**src/rtl/avalon_write_master_pkg.sv**
```systemverilog
// Shared types and helpers for the Avalon-MM write master slice.
// Contains the FSM state encoding and the bytes-per-word derivation.
package avalon_write_master_pkg;

    typedef enum logic {
        IDLE = 1'b0,
        RUN  = 1'b1
    } state_t;

    function automatic int unsigned bytes_per_word(input int unsigned data_width);
        return data_width / 8;
    endfunction

endpackage

```
**src/rtl/write_master_fifo.sv**
```systemverilog
// Synchronous show-ahead FIFO buffering user words ahead of the Avalon write port.
// The head word is valid whenever empty is low; a pop advances it on the next edge.
module write_master_fifo #(
    parameter int WIDTH      = 32,
    parameter int DEPTH      = 32,
    parameter int DEPTH_LOG2 = 5
) (
    input  logic             clk,
    input  logic             reset,
    input  logic             push,
    input  logic [WIDTH-1:0] push_data,
    input  logic             pop,
    output logic [WIDTH-1:0] head,
    output logic             full,
    output logic             empty
);

    logic [WIDTH-1:0]      mem [DEPTH];
    logic [DEPTH_LOG2-1:0] wr_ptr;
    logic [DEPTH_LOG2-1:0] rd_ptr;
    logic [DEPTH_LOG2:0]   count;
    logic                  push_ok;
    logic                  pop_ok;

    // Full is judged on the registered count, so a push coinciding with a pop from a full FIFO is still refused.
    assign push_ok = push && !full;
    assign pop_ok  = pop && !empty;
    assign full    = (count == (DEPTH_LOG2 + 1)'(DEPTH));
    assign empty   = (count == '0);
    assign head    = mem[rd_ptr];

    // NOTE: sequential state uses non-blocking assignments so every register samples pre-edge values.
    always_ff @(posedge clk) begin
        if (reset) begin
            wr_ptr <= '0;
            rd_ptr <= '0;
            count  <= '0;
        end else begin
            if (push_ok) wr_ptr <= wr_ptr + DEPTH_LOG2'(1);
            if (pop_ok)  rd_ptr <= rd_ptr + DEPTH_LOG2'(1);
            case ({push_ok, pop_ok})
                2'b10:   count <= count + (DEPTH_LOG2 + 1)'(1);
                2'b01:   count <= count - (DEPTH_LOG2 + 1)'(1);
                default: count <= count;
            endcase
        end
    end

    // NOTE: storage is deliberately not reset; flushing the pointers makes its contents unreachable.
    always_ff @(posedge clk) begin
        if (push_ok) mem[wr_ptr] <= push_data;
    end

endmodule

```
**src/rtl/avalon_write_master.sv**
```systemverilog
// Drains buffered user words onto an Avalon-MM write port for a commanded byte length,
// incrementing the byte address per beat unless fixed-location mode was latched at go.
module avalon_write_master
    import avalon_write_master_pkg::*;
#(
    parameter int DATA_WIDTH      = 32,
    parameter int ADDR_WIDTH      = 32,
    parameter int LENGTH_WIDTH    = 32,
    parameter int FIFO_DEPTH      = 32,
    parameter int FIFO_DEPTH_LOG2 = 5
) (
    input  logic                    clk,
    input  logic                    reset,
    input  logic                    control_fixed_location,
    input  logic [ADDR_WIDTH-1:0]   control_write_base,
    input  logic [LENGTH_WIDTH-1:0] control_write_length,
    input  logic                    control_go,
    output logic                    control_done,
    input  logic                    user_write_buffer,
    input  logic [DATA_WIDTH-1:0]   user_buffer_input_data,
    output logic                    user_buffer_full,
    output logic [ADDR_WIDTH-1:0]   master_address,
    output logic                    master_write,
    output logic [DATA_WIDTH/8-1:0] master_byteenable,
    output logic [DATA_WIDTH-1:0]   master_writedata,
    input  logic                    master_waitrequest
);

    localparam int unsigned BYTES = bytes_per_word(DATA_WIDTH);
    localparam logic [LENGTH_WIDTH-1:0] LEN_MASK  = LENGTH_WIDTH'(BYTES - 1);
    localparam logic [LENGTH_WIDTH-1:0] LEN_STEP  = LENGTH_WIDTH'(BYTES);
    localparam logic [ADDR_WIDTH-1:0]   ADDR_STEP = ADDR_WIDTH'(BYTES);

    state_t                  state;
    logic [ADDR_WIDTH-1:0]   address;
    logic [LENGTH_WIDTH-1:0] remaining;
    logic                    fixed_location;
    logic [LENGTH_WIDTH-1:0] go_length;
    logic                    fifo_empty;
    logic                    beat;

    // Partial trailing words are dropped: only whole words are ever transferred.
    assign go_length = control_write_length & ~LEN_MASK;

    assign master_write      = (state == RUN) && !fifo_empty;
    assign beat              = master_write && !master_waitrequest;
    assign control_done      = (state == IDLE);
    assign master_address    = address;
    assign master_byteenable = '1;

    write_master_fifo #(
        .WIDTH      (DATA_WIDTH),
        .DEPTH      (FIFO_DEPTH),
        .DEPTH_LOG2 (FIFO_DEPTH_LOG2)
    ) u_fifo (
        .clk       (clk),
        .reset     (reset),
        .push      (user_write_buffer),
        .push_data (user_buffer_input_data),
        .pop       (beat),
        .head      (master_writedata),
        .full      (user_buffer_full),
        .empty     (fifo_empty)
    );

    always_ff @(posedge clk) begin
        if (reset) begin
            state          <= IDLE;
            address        <= '0;
            remaining      <= '0;
            fixed_location <= 1'b0;
        end else begin
            case (state)
                IDLE: begin
                    if (control_go && go_length != '0) begin
                        address        <= control_write_base;
                        remaining      <= go_length;
                        fixed_location <= control_fixed_location;
                        state          <= RUN;
                    end
                end
                RUN: begin
                    if (beat) begin
                        remaining <= remaining - LEN_STEP;
                        if (!fixed_location) address <= address + ADDR_STEP;
                        if (remaining == LEN_STEP) state <= IDLE;
                    end
                end
                default: state <= IDLE;
            endcase
        end
    end

endmodule

```
**config.mk**
```make
export PLATFORM = sky130hd
export DESIGN_NAME = avalon_write_master
export DESIGN_NICKNAME = d
export VERILOG_FILES = /design/src/rtl/avalon_write_master_pkg.sv /design/src/rtl/write_master_fifo.sv /design/src/rtl/avalon_write_master.sv
export SDC_FILE = /design/constraint.sdc
export NUM_CORES = 1
export LEC_CHECK = 0
export CAP_MARGIN = 20
export CORE_MARGIN = 2
export CORE_UTILIZATION = 53
export DETAILED_ROUTE_END_ITERATION = 16
export PLACE_DENSITY = 0.73
export SLEW_MARGIN = 10
export SYNTH_ARGS = -nofsm -noshare
export SYNTH_HDL_FRONTEND = slang
export SYNTH_SLANG_ARGS = --single-unit
```
**constraint.sdc**
```tcl
create_clock -name clk -period 6.35 [get_ports clk]
set_input_delay 1.27 -clock clk [delete_from_list [all_inputs] [get_ports clk]]
set_output_delay 1.27 -clock clk [all_outputs]
set_load 0.02 [all_outputs]
```
; ---- Word level (Yosys, flattened, before mapping)
; Memories as Yosys holds them, arrays and structs flattened. A register that Yosys moved wholly into a read port is not among the register bits.
; Index checks and enable logic that the tools add are counted.
[totals]
reg_bits = 82
ramBits = 1024
inputBits = 102
wordCells = 52
mem_count = 1
[memory_table]
columns = memory, depth, width, read_ports, rd_ports_with_merged_regs, write_ports, line_no
row1 = u_fifo.mem, 32, 32, 1, 1, 1, write_master_fifo.sv:18  ; logic [WIDTH-1:0] mem [DEPTH];
[op_classes]
n_addsub = 6
n_eq_ne = 7
n_mux = 16
bitwise = 1
n_reduce_logical = 14
[op_table]
columns = cell, count
row1 = 32-bit 2-to-1 mux, 5
row2 = 32-bit one-hot mux with 2 select lines, 2
row3 = 32-bit by 3-bit adder with 32-bit output (second input constant), 1
row4 = 32-bit by 3-bit equality test with 1-bit output (second input constant), 1
row5 = 32-bit nonzero test, 1
row6 = 32-bit by 3-bit subtractor with 32-bit output (second input constant), 1
row7 = 6-bit one-hot mux with 2 select lines, 1
row8 = 5-bit by 1-bit adder with 5-bit output (second input constant), 2
row9 = 5-bit 2-to-1 mux, 2
row10 = 6-bit by 1-bit adder with 6-bit output (second input constant), 1
row11 = 6-bit equality test (second input constant), 1
row12 = 6-bit zero test, 1
row13 = 6-bit by 1-bit subtractor with 6-bit output (second input constant), 1
row14 = 1-bit logical AND, 5
row15 = 1-bit 2-to-1 mux, 5
row16 = 2-bit by 1-bit != test with 1-bit output (second input constant), 2
row17 = 2-bit AND reduction, 2
row18 = 1-bit zero test, 3
row19 = 3-bit AND reduction, 1
row20 = 2-bit by 1-bit equality test with 1-bit output (second input constant), 1
row21 = 2-bit equality test (second input constant), 1
row22 = 2-bit != test (second input constant), 1
row23 = 1-bit one-hot mux with 2 select lines, 1
row24 = 2-bit nonzero test, 1
row25 = 1-bit NOT, 1

; ---- Longest topological paths before layout
; Gate-level depths: netlist (run 1).
[depth]
depth_word = 7
ltp_mapped = 14
mapped_depth_nobuf = 11

; ---- Modules after synthesis
; Synthesis (run 1) repeated with hierarchy kept, for this count alone.
[hier_totals]
hier_cells = 2608
area_unflattened_um2 = 44401.3
[by_module_without_submodules]
columns = module, n_inst, cells_each, area_per_inst_um2, seq_area_each_um2
row1 = write_master_fifo, 1, 2049, 40376.2, 31169.9
row2 = avalon_write_master, 1, 559, 4025.1, 1281.2

; ---- Worst setup path before layout (run 1)
; OpenSTA, ideal clock, no wires.
[synth_timing]
kind = in2reg
startpoint = input port user_write_buffer
endpoint = memory u_fifo.mem[31][0], enable pin
arrival_ns = 3.457
t_required_ns = 5.929
path_slack_ns = 2.471
cell_stages = 3
cell_sequence = a21boi_1 > nand2_1 > nor2_1
[synth_via]
elab_chain_len = 3
[synth_rtl]
columns = item, line_no
row1 = from (decl), avalon_write_master.sv:19  ; input logic user_write_buffer,
row2 = 1-bit logical AND, write_master_fifo.sv:26  ; assign push_ok = push && !full;
row3 = 1-bit 2-to-1 mux, write_master_fifo.sv:51  ; if (push_ok) mem[wr_ptr] <= push_data;
row4 = 1-bit 2-to-1 mux (implied by the code), write_master_fifo.sv:51
row5 = to (decl), write_master_fifo.sv:18
; Every way passes these cells.

==> impl_metrics.yaml, run 1 <==
status:
  status: "completed"
clock_network:
  cts_tree: "done"
  cts_root_buf: "clkbuf_16"
  cts.htree.levels: 3
  cts_buffers: 108
  cts_resized: 0
  cts_setup_buffers: 0
  max-clock-path-buffers: 3
  cts.clk_slew.worst_paths_ps: 60
  numClockSinks: 1109
  clk_latency_ps: 680
  postCtsHoldBufs: 0
critical_path:
  critPathKind: "flip-flop to output port"
  cp.required_ps: 5080
  cp_slowest_stage_delay_ps: 870
  crit_top_cell: "mux4_2"
  path_delay_family: "multiplexers"
  regToRegSetupSlack_ps: 2440
  worstSetupEndpointType: "output port"
  crit_slowest_cell: "dfxtp_4"
  critPathLaunchType: "flip-flop"
  crit_chain: "buf_4, mux4_2, mux4_2, mux2_2, clkdlybuf4s50_1"
  critPathMaxFanout: 32
  crit_buf_inv: 2
  critPathArrivalTime_ps: 3970
global_route:
  grt_use_total_pct: 25.1
  antenna_found_initial: 3
  grt_overflow: 0
  grt_pass1_wl_um: 158000
  grt_max_degree: 92
  grt_pass1_vias: 23700
power_and_ir_drop:
  leakagePower_nw: 15.5
  p_per_area_mw_per_mm2: 311
  max-vdd-ir-drop_mv: 0.246
  p_total_w: 0.0159
sta:
  final-hold-violation-count: 0
  min_period_ps: 5240
  rsz0062_at_grt: "no"
  drv_slew: 0
  setup_violations: 0
  setup_tns_ps: 0
  relSlewSlack_pct: 26.2
  holdWs_ps: 464
  clock.fmax_mhz: 191
  fin_worst_skew_ps: 28.9
  tightest_slew_ps: 1100
  fin_crit_sh_pct: 82.6
die:
  ios: 173
  die_y_um: 293
  dieArea_mm2: 0.0856
  die_w_um: 293
  initial_core_util_pct: 53.7
  coreArea_mm2: 0.0822
  row_count: 105
place:
  io_buffers: 166
  gp_congestion: 0.868
  dp_hpwl_um: 56900
synthesis:
  yosys-top-cells-area: "edfxtp_1, mux4_2, dfxtp_1"
  synth_top_cell_area_share_pct: 69.6
  yosysUniqueCellTypes: 75
  yosys-top-cells-count: "edfxtp_1, mux4_2, clkbuf_1"
  synth-async-reset-ratio_pct: 0
  synth_edf_count: 1024
  synth_top_flop_cell: "edfxtp_1"
  synth_warnings: 0
  synth_seq_cells: 1109
  syn_avg_cell_area_um2: 20.1
  synth-seq-area-share_pct: 73.5
  syn_inst: 2195
  synth_area_mm2: 0.0442
  yosysMostFrequentCell: "edfxtp_1"
  synth_top_area_cell: "edfxtp_1"
detailed_routing:
  drcViolationCount: 0
  vias_per_cell: 6.58
  drt_wl_total_um: 106000
  drtPass1Iterations: 6
  routedWlPerCell_um: 29.8
  detail-route-antenna-nets: 0
  dr_total_vias: 23400
  drtIter0Drc: 2795
final_layout:
  drive_gt1_share_pct: 25.6
  fillCellCount: 5528
  multi_input_area_mm2: 0.0113
  final_nets: 2518
  regArea_mm2: 0.0325
  syn2layout_area_growth_pct: 15.9
min_path:
  worst_hold_path_type: "flip-flop to flip-flop"
run:
  maxCapViolations: 0
## kinds of logic (layout without fill, tap and decap cells)
logic type | Yosys count | in the layout | share of synthesized area, %
buffers and inverters | 161 | 455 | 1.48
xor gates and xnor gates | 13 | 13 | 0.258
AOI/OAI and AO/OA | 211 | 211 | 3.31
muxes | 361 | 361 | 17.3
other | 1 | 6 | 0.00849
and+or+nand+nor | 328 | 328 | 3.80
DFF | 1109 | 1109 | 73.5
adders and majority gates | 11 | 11 | 0.312
## stage by stage
step	worst slack (ps)	util (%)	cells	area (um2)
2_1_floorplan	2470	-	2198	44200
6_report	1110	62.2	3564	51200
3_5_place_dp	1320	57.7	3353	47400
4_1_cts	1010	62.0	3550	51000
5_1_grt	926	62.2	3564	51200
3_3_place_gp	1370	57.7	3353	47400
## sequential cells by signal, indices dropped and copies added (netlist names), named ones only
signal	flops
u_fifo.mem	1024
master_address	32
remaining	30
u_fifo.count	6
u_fifo.rd_ptr	5
u_fifo.wr_ptr	5
fixed_location	1
state	1
## tightest hold or removal path, cell delays in order (launching register included)
cell	delay [ps]
dfxtp_1	310
nand2_1	50
a21oi_1	50
## cell usage in the layout (no fill, tap or decap), types with 33 or more instances in the layout
| cell type | Yosys | routed |
|---|---|---|
| buf_4 | 4 | 48 |
| mux4_2 | 320 | 320 |
| edfxtp_1 | 1024 | 1024 |
| dfxtp_1 | 85 | 79 |
| nand2_1 | 76 | 76 |
| mux2_2 | 33 | 33 |
| clkdlybuf4s50_1 | 0 | 165 |
| a21oi_1 | 51 | 51 |
| clkbuf_16 | 0 | 108 |
| nor2_1 | 81 | 49 |
## routing by layer
| layer | global-route usage (%) | share of wire, % |
|---|---|---|
| met2 | 40.6 | 49 |
| met5 | 0 | 0.014 |
| met4 | 7.33 | 2.7 |
| met3 | 4.27 | 8.4 |
| met1 | 35.6 | 39 |
## report_power, final
group,switching (W),leakage (nW),internal [W],total (W)
clock,0.00272,1.72,0.00369,0.00641
sequential,0.0000944,9.92,0.00808,0.00817
combinational,0.000723,3.83,0.000634,0.00136
total,0.00354,15.5,0.0124,0.0159
## path summary, 6_finish.rpt
kind | endpoint | from | depth (start not counted)
min | master_address[0] | master_address[0] | 2
max reg2reg | u_fifo.mem[23][21] | u_fifo.count[2] | 5
max | master_writedata[27] | flip-flop | 5
min reg2reg | master_address[0] | master_address[0] | 2
## layout make-up
type | instances | area share [%]
Antenna cell | 2 | 0.00978
Clock buffer | 119 | 5.36
Clock inverter | 78 | 1.58
Inverter | 22 | 0.161
Multi-Input combinational cell | 928 | 22.1
Sequential cell | 1109 | 63.5
Tap cell | 1070 | 2.62
Timing Repair Buffer | 236 | 4.70
No activity file was read; power rests on OpenSTA's default activity.
==> run 2, diff against run 1 <==
--- a/config.mk
+++ b/config.mk
@@ -9,7 +9,7 @@
 export CORE_MARGIN = 2
 export CORE_UTILIZATION = 53
 export DETAILED_ROUTE_END_ITERATION = 16
-export PLACE_DENSITY = 0.73
+export PLACE_DENSITY = 0.76
 export SLEW_MARGIN = 10
 export SYNTH_ARGS = -nofsm -noshare
 export SYNTH_HDL_FRONTEND = slang
==> constraint.sdc (replaced) <==
create_clock -name clk -period 4.3 [get_ports clk]
set_input_delay 0.86 -clock clk [delete_from_list [all_inputs] [get_ports clk]]
set_output_delay 0.86 -clock clk [all_outputs]
set_load 0.02 [all_outputs]
==> run 2 against run 1 <==
  * Register-to-register slack lost 1100 ps
  * Hold slack improved by 0.87 ps
  * Clock skew up 12 ps
  * Power is 48% higher
  * First-iteration DRC count grew 9.8%
  * Clock power is 46% higher
  * Utilization is 0.58 points higher
  * Non-clock buffer count is 23 higher
==> impl_metrics.yaml, run 2 (synthesis gave the netlist of run 1 again) <==
global_route:
  grt_pass1_vias: 24200
  grt_overflow: 0
  grt_use_total_pct: 25.8
  grt_pass1_wl_um: 161000
  antenna_found_initial: 2
  grt_max_degree: 79
die:
  dieArea_mm2: 0.0856
  ios: 173
  initial_core_util_pct: 53.7
  row_count: 105
  die_y_um: 293
  coreArea_mm2: 0.0822
  die_w_um: 293
place:
  dp_slack_ps: 531
  gp_congestion: 0.889
  io_buffers: 166
  dp_hpwl_um: 57500
final_layout:
  postLayoutCoreUtil_pct: 62.8
  diodes: 0
  final_common_cell: "edfxtp_1"
  syn2layout_area_growth_pct: 17.0
  top_register: "u_fifo.mem"
  drive_gt1_share_pct: 26.2
  final_nets: 2541
  final_cell_mix: "edfxtp_1, mux4_2, clkdlybuf4s50_1"
  largest_reg_flops: 1024
power_and_ir_drop:
  p_per_area_mw_per_mm2: 455
  max-vdd-ir-drop_mv: 0.328
  leakagePower_nw: 15.8
clock_network:
  cts.clk_slew.worst_paths_ps: 60
  cts_root_buf: "clkbuf_16"
  cts_tree: "done"
  cts_buffers: 108
  cts.htree.levels: 3
  postCtsHoldBufs: 0
  clk_latency_ps: 700
  numClockSinks: 1109
  max-clock-path-buffers: 3
sta:
  rsz0062_at_grt: "no"
  fin_crit_sh_pct: 97.9
  fin_ws_ps: 90.7
  relSlewSlack_pct: 25.4
  fin_worst_skew_ps: 40.5
  clock.fmax_mhz: 238
  tightest_slew_ps: 1120
  setup_violations: 0
  drv_slew: 0
  final-hold-violation-count: 0
  holdWs_ps: 465
  min_period_ps: 4210
detailed_routing:
  dr_total_vias: 23900
  detail-route-antenna-nets: 0
  drt_wl_total_um: 110000
  drcViolationCount: 0
  drtPass1Iterations: 6
  vias_per_cell: 6.66
  drtIter0Drc: 3068
  routedWlPerCell_um: 30.7
critical_path:
  crit_slowest_cell: "mux4_2"
  crit_top_cell: "mux4_2"
  worstSetupEndpointType: "output port"
  cp.required_ps: 3440
  critPathMaxFanout: 41
  critPathLaunchType: "flip-flop"
  crit_buf_inv: 2
  critPathKind: "flip-flop to output port"
  path_delay_family: "multiplexers"
  crit_chain: "buf_16, mux4_2, mux4_2, mux2_2, clkdlybuf4s50_1"
  critPathArrivalTime_ps: 3350
  cp_slowest_stage_delay_ps: 570
run:
  maxCapViolations: 0
status:
  status: "completed"
min_path:
  worst_hold_path_type: "flip-flop to flip-flop"
==> run 2: cell type report <==
cell class                      instances  area [um2]
Sequential cell                      1109       32500
Timing Repair Buffer                  259        2890
Fill cell                            5425       30600
Multi-Input combinational cell        928       11300
Clock buffer                          140        2900
Tap cell                             1070        1340
Clock inverter                         63         643
Inverter                               22        82.6
==> run 2: worst reg2reg max path, stage by stage (launching register included) <==
cell and delay, ps:
dfxtp_1 360, inv_1 70, ha_1 320, nor3b_1 730
nand4_1 540, or4_1 570, nand3_1 110, a21oi_1 80
==> run 2: path summary, 6_finish.rpt <==
check / start / endpoint / slack [ps] / cells after the start
worst max-delay path: flip-flop / master_writedata[9] / 90 / 5
worst min-delay path: master_address[0] / master_address[0] / 470 / 2
worst max register to register: remaining[2] / remaining[30] / 1350 / 7
worst min register to register: master_address[0] / master_address[0] / 470 / 2
==> run 2: report_power, final <==
group	internal (W)	switching, W
clock network	0.00533	0.00406
logic	0.000974	0.00111
registers	0.0119	0.000117
total	0.0182	0.00529
==> run 2: per-stage QoR <==
stage / area, um2 / power (W) / TNS [ps] / cells
finish: 51600 / 0.0235 / 0 / 3591
global route: 51600 / 0.0242 / 0 / 3591
CTS: 51600 / 0.0236 / -0.393 / 3588
detailed placement: 47800 / 0.0143 / 0 / 3374
global placement: 47800 / 0.0142 / 0 / 3373
floorplan: 44200 / 0.0135 / 0 / 2198
==> run 2: what timing repair did <==
action | in CTS | in global routing
resized for setup | 33 | 9
endpoints found under the setup margin | 25 | 8
buffers inserted | 6 | 0
gates cloned | 5 | 0
==> run 2: per-layer routing <==
| layer | track usage (%) | part of all wire (%) |
|---|---|---|
| met5 | 0 | 0.026 |
| met4 | 8.72 | 3.4 |
| met3 | 3.66 | 9.0 |
| met2 | 42.9 | 50 |
| met1 | 35.6 | 38 |
==> run 3, diff against run 2 <==
--- a/config.mk
+++ b/config.mk
@@ -9,6 +9,7 @@
 export CORE_MARGIN = 2
 export CORE_UTILIZATION = 53
 export DETAILED_ROUTE_END_ITERATION = 16
+export HOLD_SLACK_MARGIN = 0.05
 export PLACE_DENSITY = 0.76
 export SLEW_MARGIN = 10
 export SYNTH_ARGS = -nofsm -noshare
==> results of run 3 <==
Final layout, timing and power as in run 2 (identical DEF).
